### config.mk
export PLATFORM = sky130hd
export DESIGN_NAME = sha256_w_sched_ctrl
export DESIGN_NICKNAME = d
export VERILOG_FILES = /design/src/rtl/sha256_pkg.sv /design/src/rtl/sha256_w_step.sv /design/src/rtl/sha256_w_sched_ctrl.sv
export SDC_FILE = /design/constraint.sdc
export NUM_CORES = 1
export LEC_CHECK = 0
export CORE_MARGIN = 4
export CORE_UTILIZATION = 40
export DETAILED_ROUTE_END_ITERATION = 8
export PLACE_DENSITY_LB_ADDON = 0.12
export SLEW_MARGIN = 25
export SYNTH_ARGS = -nofsm -noshare
export SYNTH_HDL_FRONTEND = slang
export SYNTH_SLANG_ARGS = --single-unit
### constraint.sdc
create_clock -name CLK -period 9.4 [get_ports CLK]
set_input_delay 2.82 -clock CLK [delete_from_list [all_inputs] [get_ports CLK]]
set_output_delay 2.82 -clock CLK [all_outputs]
set_load 0.01 [all_outputs]
### src/rtl/sha256_pkg.sv
// Shared SHA-256 definitions for the message-schedule sequencer.
// Contents: word/block widths, round count, the schedule state enum and the
// two small-sigma functions used by the one-word expander step.
package sha256_pkg;

   localparam int WORD_W     = 32;
   localparam int BLOCK_W    = 512;
   localparam int NUM_ROUNDS = 64;

   typedef enum logic {
      IDLE = 1'b0,
      RUN  = 1'b1
   } state_e;

   function automatic logic [WORD_W-1:0] sigma0_256(input logic [WORD_W-1:0] x);
      return ((x >> 7) | (x << 25)) ^ ((x >> 18) | (x << 14)) ^ (x >> 3);
   endfunction

   function automatic logic [WORD_W-1:0] sigma1_256(input logic [WORD_W-1:0] x);
      return ((x >> 17) | (x << 15)) ^ ((x >> 19) | (x << 13)) ^ (x >> 10);
   endfunction

endpackage

### src/rtl/sha256_w_step.sv
// One SHA-256 message-schedule expander step (purely combinational).
// Ports:
//   window_i  512-bit sliding window, win[0] in [511:480], win[15] in [31:0]
//   wn_o      next schedule word: s1(win[14]) + win[9] + s0(win[1]) + win[0]
module sha256_w_step
   import sha256_pkg::*;
(
   input  logic [BLOCK_W-1:0] window_i,
   output logic [WORD_W-1:0]  wn_o
);

   function automatic logic [WORD_W-1:0] win(input logic [BLOCK_W-1:0] w, input int k);
      return w[BLOCK_W-1-WORD_W*k -: WORD_W];
   endfunction

   // Only words 0, 1, 9 and 14 feed the expander; the rest are consumed here
   // so the full window can be passed without lint noise.
   logic unused_window;
   assign unused_window = ^window_i;

   assign wn_o = sigma1_256(win(window_i, 14)) + win(window_i, 9)
               + sigma0_256(win(window_i, 1))  + win(window_i, 0);

endmodule

### src/rtl/sha256_w_sched_ctrl.sv
// SHA-256 message-schedule sequencer.
// Accepts one padded 512-bit block on blk_valid/blk_ready, then streams
// W0..W63 on w_valid/w_ready, generating W16..W63 with a single shared
// expander step applied to a 16-word sliding window.
// Ports:
//   CLK, RST              clock, async active-low reset
//   blk_valid/ready/data  block input handshake (W0 in [511:480])
//   abort                 synchronous flush back to IDLE
//   w_valid/ready         word output handshake
//   w_data, w_idx, w_last schedule word, round index, last-word flag
//   busy                  high while streaming
//
// state | meaning
// ------+---------------------------------------------------------
// IDLE  | waiting for a block (blk_ready once out of reset, no abort)
// RUN   | presenting win[0] as W[t]; window shifts on each handshake
module sha256_w_sched_ctrl
   import sha256_pkg::*;
(
   input  logic               CLK,
   input  logic               RST,
   input  logic               blk_valid,
   output logic               blk_ready,
   input  logic [BLOCK_W-1:0] blk_data,
   input  logic               abort,
   output logic               w_valid,
   input  logic               w_ready,
   output logic [WORD_W-1:0]  w_data,
   output logic [5:0]         w_idx,
   output logic               w_last,
   output logic               busy
);

   localparam logic [5:0] LAST_IDX = 6'(NUM_ROUNDS - 1);

   state_e             state_q, state_d;
   logic [5:0]         t_q, t_d;
   logic [BLOCK_W-1:0] win_q, win_d;
   logic               rst_done_q;
   logic [WORD_W-1:0]  w_next;
   logic               run;

   sha256_w_step u_step (
      .window_i (win_q),
      .wn_o     (w_next)
   );

   assign run       = (state_q == RUN);
   assign busy      = run;
   assign w_valid   = run;
   assign w_data    = run ? win_q[BLOCK_W-1 -: WORD_W] : '0;
   assign w_idx     = t_q;
   assign w_last    = run && (t_q == LAST_IDX);
   assign blk_ready = !run && rst_done_q && !abort;

   always_comb begin
      state_d = state_q;
      t_d     = t_q;
      win_d   = win_q;
      case (state_q)
         IDLE: begin
            if (blk_valid && blk_ready) begin
               win_d   = blk_data;
               t_d     = '0;
               state_d = RUN;
            end
         end
         RUN: begin
            if (w_ready) begin
               // Past t=48 the shifted-in words are never emitted; shifting
               // unconditionally keeps the datapath free of extra muxing.
               win_d = {win_q[BLOCK_W-WORD_W-1:0], w_next};
               t_d   = t_q + 6'd1;
               if (t_q == LAST_IDX) begin
                  state_d = IDLE;
                  t_d     = '0;
               end
            end
            // A word handshaken together with abort still counts as delivered.
            if (abort) begin
               state_d = IDLE;
               t_d     = '0;
            end
         end
         default: begin
            state_d = IDLE;
            t_d     = '0;
         end
      endcase
   end

   always_ff @(posedge CLK or negedge RST) begin
      if (!RST) begin
         state_q    <= IDLE;
         t_q        <= '0;
         win_q      <= '0;
         rst_done_q <= 1'b0;
      end else begin
         state_q    <= state_d;
         t_q        <= t_d;
         win_q      <= win_d;
         rst_done_q <= 1'b1;
      end
   end

endmodule

* Word level (Yosys, flattened, before mapping)
Index checks and enable logic that the tools add are counted.
Word-level totals: output and inout port bits 42, word-level logic and storage cells 43, register bits after elaboration 520, input bits 517
Operators by class: reductions and logical operators 8, eq/ne operators 4, muxes and demuxes 14, bitwise operators 9, $add $sub $neg 4
Operators by type and width (count):
- $mux 512 | 2
- $pmux 512 s2 | 1
- $add 32x32->32 | 3
- $xor 32x32->32 | 2
- $mux 32 | 1
- $or 13x32->32 | 1
- $or 14x32->32 | 1
- $or 15x32->32 | 1
- $or 25x32->32 | 1
- $xor 32x22->32 | 1
- $xor 32x29->32 | 1
- $mux 6 | 4
- $pmux 6 s2 | 1
- $add 6x1->6 const B | 1
- $eq 6x6->1 const B | 1
- $logic_and 1x1->1 | 4
- $mux 1 | 4
- $ne 2x2->1 const B | 2
- $reduce_and 2->1 | 2
- $ne 3x3->1 const B | 1
- $logic_not 1->1 | 2
- $pmux 1 s2 | 1
- $not 1->1 | 1

* Longest topological paths before layout
word-level depth 8, mapped depth 18, depth with buffers taken out 16

* By module
From an unflattened synthesis, not the netlist that was laid out.
Second synthesis, totals: cell total of the unflattened synthesis 2800, area total of the unflattened synthesis 28328.4 sq um
Modules (own cells, without submodules):
- sha256_w_sched_ctrl | cells each 2308, times used 1, area each 24143.2 sq um, sequential area each 13012.5 sq um
- sha256_w_step | cells each 492, times used 1, area each 4185.3 sq um, sequential area each 0.0 sq um

* Worst setup path after synthesis
OpenSTA, ideal clock, no wires.
path type input-to-output, from input abort, to output blk_ready, arrival 3.112 ns, required time 6.580 ns, buffers on the path 0, stages on the path 1, setup slack 3.468 ns, path through nor3b_2
Between the ends: longest elaborated chain between the ends 2
RTL lines:
- from (decl) | RTL line sha256_w_sched_ctrl.sv:25 | input logic abort,
- $logic_not 1->1 | RTL line sha256_w_sched_ctrl.sv:54 | assign blk_ready = !run && rst_done_q && !abort;
- $logic_and 1x1->1 | RTL line sha256_w_sched_ctrl.sv:54
- to (decl) | RTL line sha256_w_sched_ctrl.sv:23 | output logic blk_ready,
No other way between the ends.

* Final worst setup path
Ends and elaborated chain as after synthesis.

==> flow_summary.toml <==
[layout]
area_growth_pct = 28.4
finalNetCount = 3895
stdcell_area_um2 = 36300
post-route-util = 0.518
fill_cells = 6581
drive_above_1_share = 0.0396

[place]
dpl.hpwl_um = 80400
place_ws_ns = 2.28
routabilityCongestion = 0.910
dpl-instance-area_um2 = 34300
portBuffers = 558

[route]
vias = 21738
drc_errors = 0
final_antenna_net_count = 0
drt_iter0_drc = 1404
wl_um = 104000
via_per_inst = 5.08
drtPass1Iterations = 5
wl_per_cell_um = 24.2

[synth]
synth_top_family_by_area = "multiplexers"
yosysWarningCount = 0
syn_area_per_cell_um2 = 9.79
synthCells = 2884
synth_seq_cells = 520
synth_seq_area_share = 0.461
async_reset_ff_frac = 1.00
yosys.area_share.simple = 0.0883
ys.flop_type = "dfrtp_1"
synthesis.nets = 3495
syn_area_um2 = 28200
synth-edff-count = 0
synthAdderAreaFrac = 0.0581
synth_cell_type_count = 55
synth_compound_area_frac = 0.119
muxShareOfSynthArea = 0.175
synth_xor_area_frac = 0.0456

[timing]
max_slew_margin = 0.305
finalHoldViolCount = 0
fin_crit_sh = 0.759
clock.fmax_ghz = 0.140
period_needed_ns = 7.14
setup_viol = 0
fin_ws_ns = 2.26
max_slew.worst_pin.slew_ns = 1.04
rsz0062_at_grt = "false"
tns_ns = 0
fin_worst_skew_ns = 0.0154
drv_slew = 0

[setup_path]
cp_slowest_cell = "clkdlybuf4s50_1"
worstPathRequired_ns = 6.58
start_kind = "input pin"
worst_ep_arrival_time_ns = 4.32
slowest_delay_ns = 0.61
critPathCaptureType = "output pin"
reg2reg_from = "win_q[467]"
cp_max_fo = 6
worstPathCellList = "clkdlybuf4s50_1 -> nor3b_2 -> clkdlybuf4s50_1"
worstSetupPathType = "input pin to output pin"
startpoint = "abort"
crit_top_cell = "clkdlybuf4s50_1"

[die]
ios = 559
die-width_um = 274
design.core.area_um2 = 70000
start_util = 0.403
rows = 97
dieArea_um2 = 74900
die_h_um = 274

[pwr]
leakage_uw = 0.0156
ir_worst_vdd_mv = 0.380
power_density_nw_per_um2 = 396

[grt]
antenna_found_initial = 34
grt_max_degree = 275
grt_pass1_vias = 22336
grt_pass1_wl_um = 149000
grt_overflow = 0
grt.total_usage = 0.271

[worst_hold_path]
hold_start = "win_q[317]"
hp-class = "register to register"

[clock_tree]
cts_root_buf = "clkbuf_16"
cts_hold_buffers = 0
cts.clk_slew.worst_paths_ns = 0.06
clock_path_buffers = 3
post_cts_buffers = 0
clk_latency_ns = 0.61
htreeDepth = 2
cts_num_sinks = 520
cts_tree = "built"
cts_buffers = 58
cts_resized = 0

[flow_run]
drv_cap = 0

[status]
outcome = "finished clean"
-- report_power, final --
group	internal [uW]	switching, uW	leakage, uW
clock	1340	959	0.000964
combinational	3330	5170	0.00814
sequential	2860	691	0.00649
-- cells in the final DEF, fill, tap and decap left out, types with 2 or more instances in the layout --
cell | Yosys | layout
a21o_1 | 18 | 18
buf_4 | 1 | 7
nand2_1 | 521 | 521
a21oi_1 | 58 | 58
and2_1 | 10 | 10
a21o_2 | 2 | 2
dfrtp_1 | 520 | 519
xnor2_1 | 121 | 121
nand4_1 | 6 | 6
nor3_1 | 8 | 8
o21ai_0 | 268 | 268
and3_1 | 13 | 13
clkdlybuf4s50_1 | 0 | 557
a21oi_2 | 4 | 3
clkinv_2 | 0 | 18
buf_12 | 0 | 10
or3_1 | 2 | 2
mux2i_1 | 491 | 491
o21a_1 | 3 | 3
fa_1 | 62 | 62
nor2_1 | 47 | 47
clkbuf_16 | 0 | 60
nand3_1 | 11 | 11
bufinv_16 | 0 | 3
a21oi_4 | 1 | 2
clkbuf_8 | 1 | 11
o31ai_1 | 3 | 3
clkbuf_1 | 170 | 14
ha_1 | 32 | 32
diode_2 | 0 | 11
buf_16 | 0 | 2
a311oi_1 | 2 | 2
o22ai_1 | 4 | 4
o21ai_1 | 250 | 250
xor2_1 | 26 | 26
nor2b_1 | 3 | 3
or2_2 | 3 | 3
inv_1 | 130 | 130
a31oi_1 | 8 | 8
-- final timing paths --
check | depth (start not counted) | slack (ns) | end
max | 3 | 2.26 | blk_ready
min | 2 | 0.48 | win_q[317]
max reg2reg | 14 | 4.70 | win_q[29]
min reg2reg | 2 | 0.48 | win_q[317]
max in group asynchronous | 3 | 5.68 | win_q[87]
min in group asynchronous | 1 | 2.21 | win_q[312]
-- state kept, by name, summed over array words and instances (netlist names) --
signal / cells
win_q: 512
w_idx: 6
busy: 1
rst_done_q: 1
-- synthesized netlist by cell type (2+ instances only) --
| cell type | instances | area share |
|---|---|---|
| nand2_1 | 521 | 0.069 |
| dfrtp_1 | 520 | 0.46 |
| mux2i_1 | 491 | 0.17 |
| o21ai_0 | 268 | 0.047 |
| o21ai_1 | 250 | 0.044 |
| clkbuf_1 | 170 | 0.023 |
| inv_1 | 130 | 0.017 |
| xnor2_1 | 121 | 0.038 |
| fa_1 | 62 | 0.044 |
| a21oi_1 | 58 | 0.010 |
| buf_2 | 58 | 0.010 |
| nor2_1 | 47 | 0.0062 |
| ha_1 | 32 | 0.014 |
| xor2_1 | 26 | 0.0081 |
| a21o_1 | 18 | 0.0048 |
| and3_1 | 13 | 0.0029 |
| nand3_1 | 11 | 0.0019 |
| and2_1 | 10 | 0.0022 |
| a31oi_1 | 8 | 0.0018 |
| nor3_1 | 8 | 0.0014 |
| nand4_1 | 6 | 0.0013 |
| a21oi_2 | 4 | 0.0012 |
| buf_6 | 4 | 0.0016 |
| o22ai_1 | 4 | 0.00089 |
| buf_1 | 3 | 0.00040 |
| nor2b_1 | 3 | 0.00066 |
| o21a_1 | 3 | 0.00080 |
| o31ai_1 | 3 | 0.00080 |
| or2_2 | 3 | 0.00066 |
| a21o_2 | 2 | 0.00062 |
| a311oi_1 | 2 | 0.00062 |
| or3_1 | 2 | 0.00044 |
-- layer usage --
layer	vias up	wire length [um]	GRT usage
met1	10479	42700	0.340
met2	574	50600	0.461
met3	154	7460	0.0763
li1	10489	-	-
met5	-	255	0
met4	42	2600	0.0731
-- metrics by stage --
| stage | hold WS (ns) | std cells | power [uW] |
|---|---|---|---|
| CTS | 0.483 | 4270 | 14400 |
| floorplan | 0.450 | 2884 | 9200 |
| finish | 0.478 | 4283 | 14400 |
| global placement | 0.462 | 4162 | 12000 |
| detailed placement | 0.470 | 4162 | 12000 |
| global route | 0.497 | 4280 | 15400 |
-- cell type report --
type	count	area, um2	share of cell area
diodes	11	27.5	0.000759
clock buffers	85	1710	0.0470
clock inverters	23	219	0.00604
inverters	130	488	0.0135
multi-input cells	1997	13700	0.379
flip-flops and latches	520	13000	0.359
well taps	940	1180	0.0324
repair buffers	577	5900	0.163
-- logic make-up after synthesis --
kind of cell | count (synthesis)
fa+ha+maj | 94
mux | 493
compound gates | 634
buf+inv | 367
flops | 520
simple gates | 628
other cells | 1
xor+xnor | 147
-- worst max-delay path: cells and delay by family --
family	cells	cell delay (ns)
simple gates	1	0.36
buf+inv	2	1.13
No activity file was read; power rests on OpenSTA's default activity.
==> variant: new RTL, config.mk and constraints unchanged <==
`t_q` no longer has a reset.
--- a/src/rtl/sha256_w_sched_ctrl.sv
+++ b/src/rtl/sha256_w_sched_ctrl.sv
@@ -92,16 +92,18 @@
    always_ff @(posedge CLK or negedge RST) begin
       if (!RST) begin
          state_q    <= IDLE;
-         t_q        <= '0;
          win_q      <= '0;
          rst_done_q <= 1'b0;
       end else begin
          state_q    <= state_d;
-         t_q        <= t_d;
          win_q      <= win_d;
          rst_done_q <= 1'b1;
       end
    end
 
+   always_ff @(posedge CLK) begin
+      t_q <= t_d;
+   end
+
 endmodule
 
Check against the original RTL: differs if RST is asserted again (counterexample within 4 cycles, from zero or initial values and one cycle with RST low); with RST held inactive, the same outputs for 4 cycles.
==> variant against the unedited design <==
Wire length shrank 1.1%; area after synthesis grew 0.64%; final area grew 0.46%; non-clock buffer count shrank 3; critical path depth is the same; via count grew 1.6%; fmax shrank 1.3%; cell count grew 0.65%; sequential cell count is the same; worst setup slack lost 0.096 ns; power grew 1.1%; combinational power grew 2%; die area grew 0.62%; critical path type unchanged; largest cell class unchanged.
==> variant: results (changes against the unedited design) <==
| Metric | Value |
|---|---|
| Outcome | `finished, final reports clean` |
| Pin count of the biggest net entering global routing | `261 (-5.1%)` |
| CTS clk-pin slew, worst paths | `0.06 ns (about the same)` |
| Maximum vdd drop | `0.4285 mV (+13%)` |
| Synth Net Count | `3,518 (+0.66%)` |
| Register-to-register setup slack | `4.45 ns (-0.25 ns)` |
| Final nets | `3,910 (+0.39%)` |
| Synth Area in XOR/XNOR | `0.04530 (-0.0002890)` |
| R2R depth | `13 (-1)` |
| Post-synth top cells | `528 x nand2_1, 515 x o21ai_1, 514 x dfrtp_1` |
| Number of synthesized flops with an enable pin | `6 (+6)` |
| Leading post-synthesis cells by cell area | `dfrtp_1 45%, mux2i_1 17%, o21ai_1 9.1%` |
| Critical path arrival | `4.41 ns (+0.09 ns)` |
| Detailed Routing Iterations Pass 1 | `5 (unchanged)` |
| Complex-gate fraction of the synthesized area | `0.1180 (-0.001461)` |
| Clk_lat worst skew | `0.63 ns (+0.02 ns)` |
| H-tree levels | `2 (unchanged)` |
| Setup Fix Bufs, Post-CTS | `0 (unchanged)` |
| Post-synthesis mux area share | `0.1740 (-0.0008440)` |
| Num CTS Buffers | `58 (unchanged)` |
| Fill count | `6,370 (-3.2%)` |
| Asr flop ratio synth | `0.9885 (-0.01154)` |
| Detailed placement HPWL | `79.49 mm (-1.1%)` |
| DP Area | `34,460 sq um (+0.57%)` |
| Distinct cells, synth | `54 (-1.8%)` |
| Crit Path Max Fanout | `3 (-3)` |
| Synth Flop Type | `dfrtp_1` |
| Vias in the first global route | `22,500 (+0.73%)` |
| Clock Skew | `0.02660 ns (+0.01123 ns)` |
| Largest register by flop count | `win_q` |
| Placer Congestion | `0.9055 (-0.44%)` |
| DRC | `0 (unchanged)` |
| Routed via count | `22,080 (+1.6%)` |
| Sequential cell area | `13,050 sq um (+0.23%)` |
| Port bufs | `558 (unchanged)` |
| Hold Crit Class | `register to register` |
| Max-slew headroom | `0.2704 (-0.03454)` |
| GRT Resource Usage Total | `0.2654 (-0.005599)` |
| DR WL/cell | `23.76 um (-1.8%)` |
| Max incr delay on CP | `0.65 ns (+0.04 ns)` |
| Initial antenna violation count | `46 (+35%)` |
| Max reg flops | `512 (unchanged)` |
| Share of layout cells above drive strength 1 | `0.03503 (-0.004586)` |
| First-pass GRT wire length | `146.6 mm (-1.6%)` |
| Adder-Cell Fraction of Synth Area | `0.05775 (-0.0003684)` |
| Slowest stage cell on the critical path | `clkdlybuf4s50_1` |
| DR iter-0 viols | `1,597 (+14%)` |
| Leakage dissipation | `0.01550 uW (-0.61%)` |
| Sequential area share after synthesis | `0.4589 (-0.001864)` |
## variant: changes by cell type in the layout (fill, tap and decap cells not counted), sizes merged, moves of 6 or more
cell    before  now
nor2        47   33
a21o        20   10
nor3b        2   19
clkinv      19   13
a21oi       63   48
nand2      521  528
diode       11   31
o21ai      519  525
and3        13    5
edfxtp       0    6
dfrtp      520  514
and2        10   35
## variant: final timing paths
kind                                   end       start
worst max register to register   win_q[31]   win_q[50]
min in group asynchronous       win_q[400]         RST
max in group asynchronous        win_q[65]         RST
worst min register to register  win_q[401]  win_q[401]
worst min-delay path            win_q[401]  win_q[401]
worst max-delay path             blk_ready       abort
## variant: metrics by stage
stage          worst slack [ns]  hold slack, ns  std cells  power, uW
2_1_floorplan             3.350          0.4553       2907       9481
5_1_grt                   2.088          0.5024       4303      15730
4_1_cts                   2.163          0.4877       4279      14610
3_5_place_dp              2.169          0.4749       4178      12270
3_3_place_gp              2.170          0.4662       4178      12180
6_report                  2.167          0.4805       4311      14520
## variant: power breakdown
group          internal [uW]  switching, uW
sequential              2870            748
combinational           3490           5160
clock                   1300            948
total                   7660           6860
## variant: routing by layer
layer | wire length (um) | vias to the layer above | share of wire | GRT usage
met4 | 2784 | 26 | 0.027 | 0.08655
met5 | 152 | - | 0.0015 | 0
met1 | 44440 | 10670 | 0.43 | 0.3579
met3 | 7649 | 153 | 0.075 | 0.07274
li1 | - | 10590 | - | -
met2 | 47400 | 638 | 0.46 | 0.4168
## variant: area by class of cell
cell class	instances	area share
diodes	31	0.002129
clock buffers	85	0.04786
clock inverters	16	0.003502
inverters	128	0.01319
multi-input cells	2017	0.3823
flip-flops and latches	520	0.3580
well taps	940	0.03228
repair buffers	574	0.1607
## variant: worst max-delay path: cells and delay by family
kind	cells	cell delay, ns
AND/OR/NAND/NOR	1	0.50
buffers and inverters	2	1.09
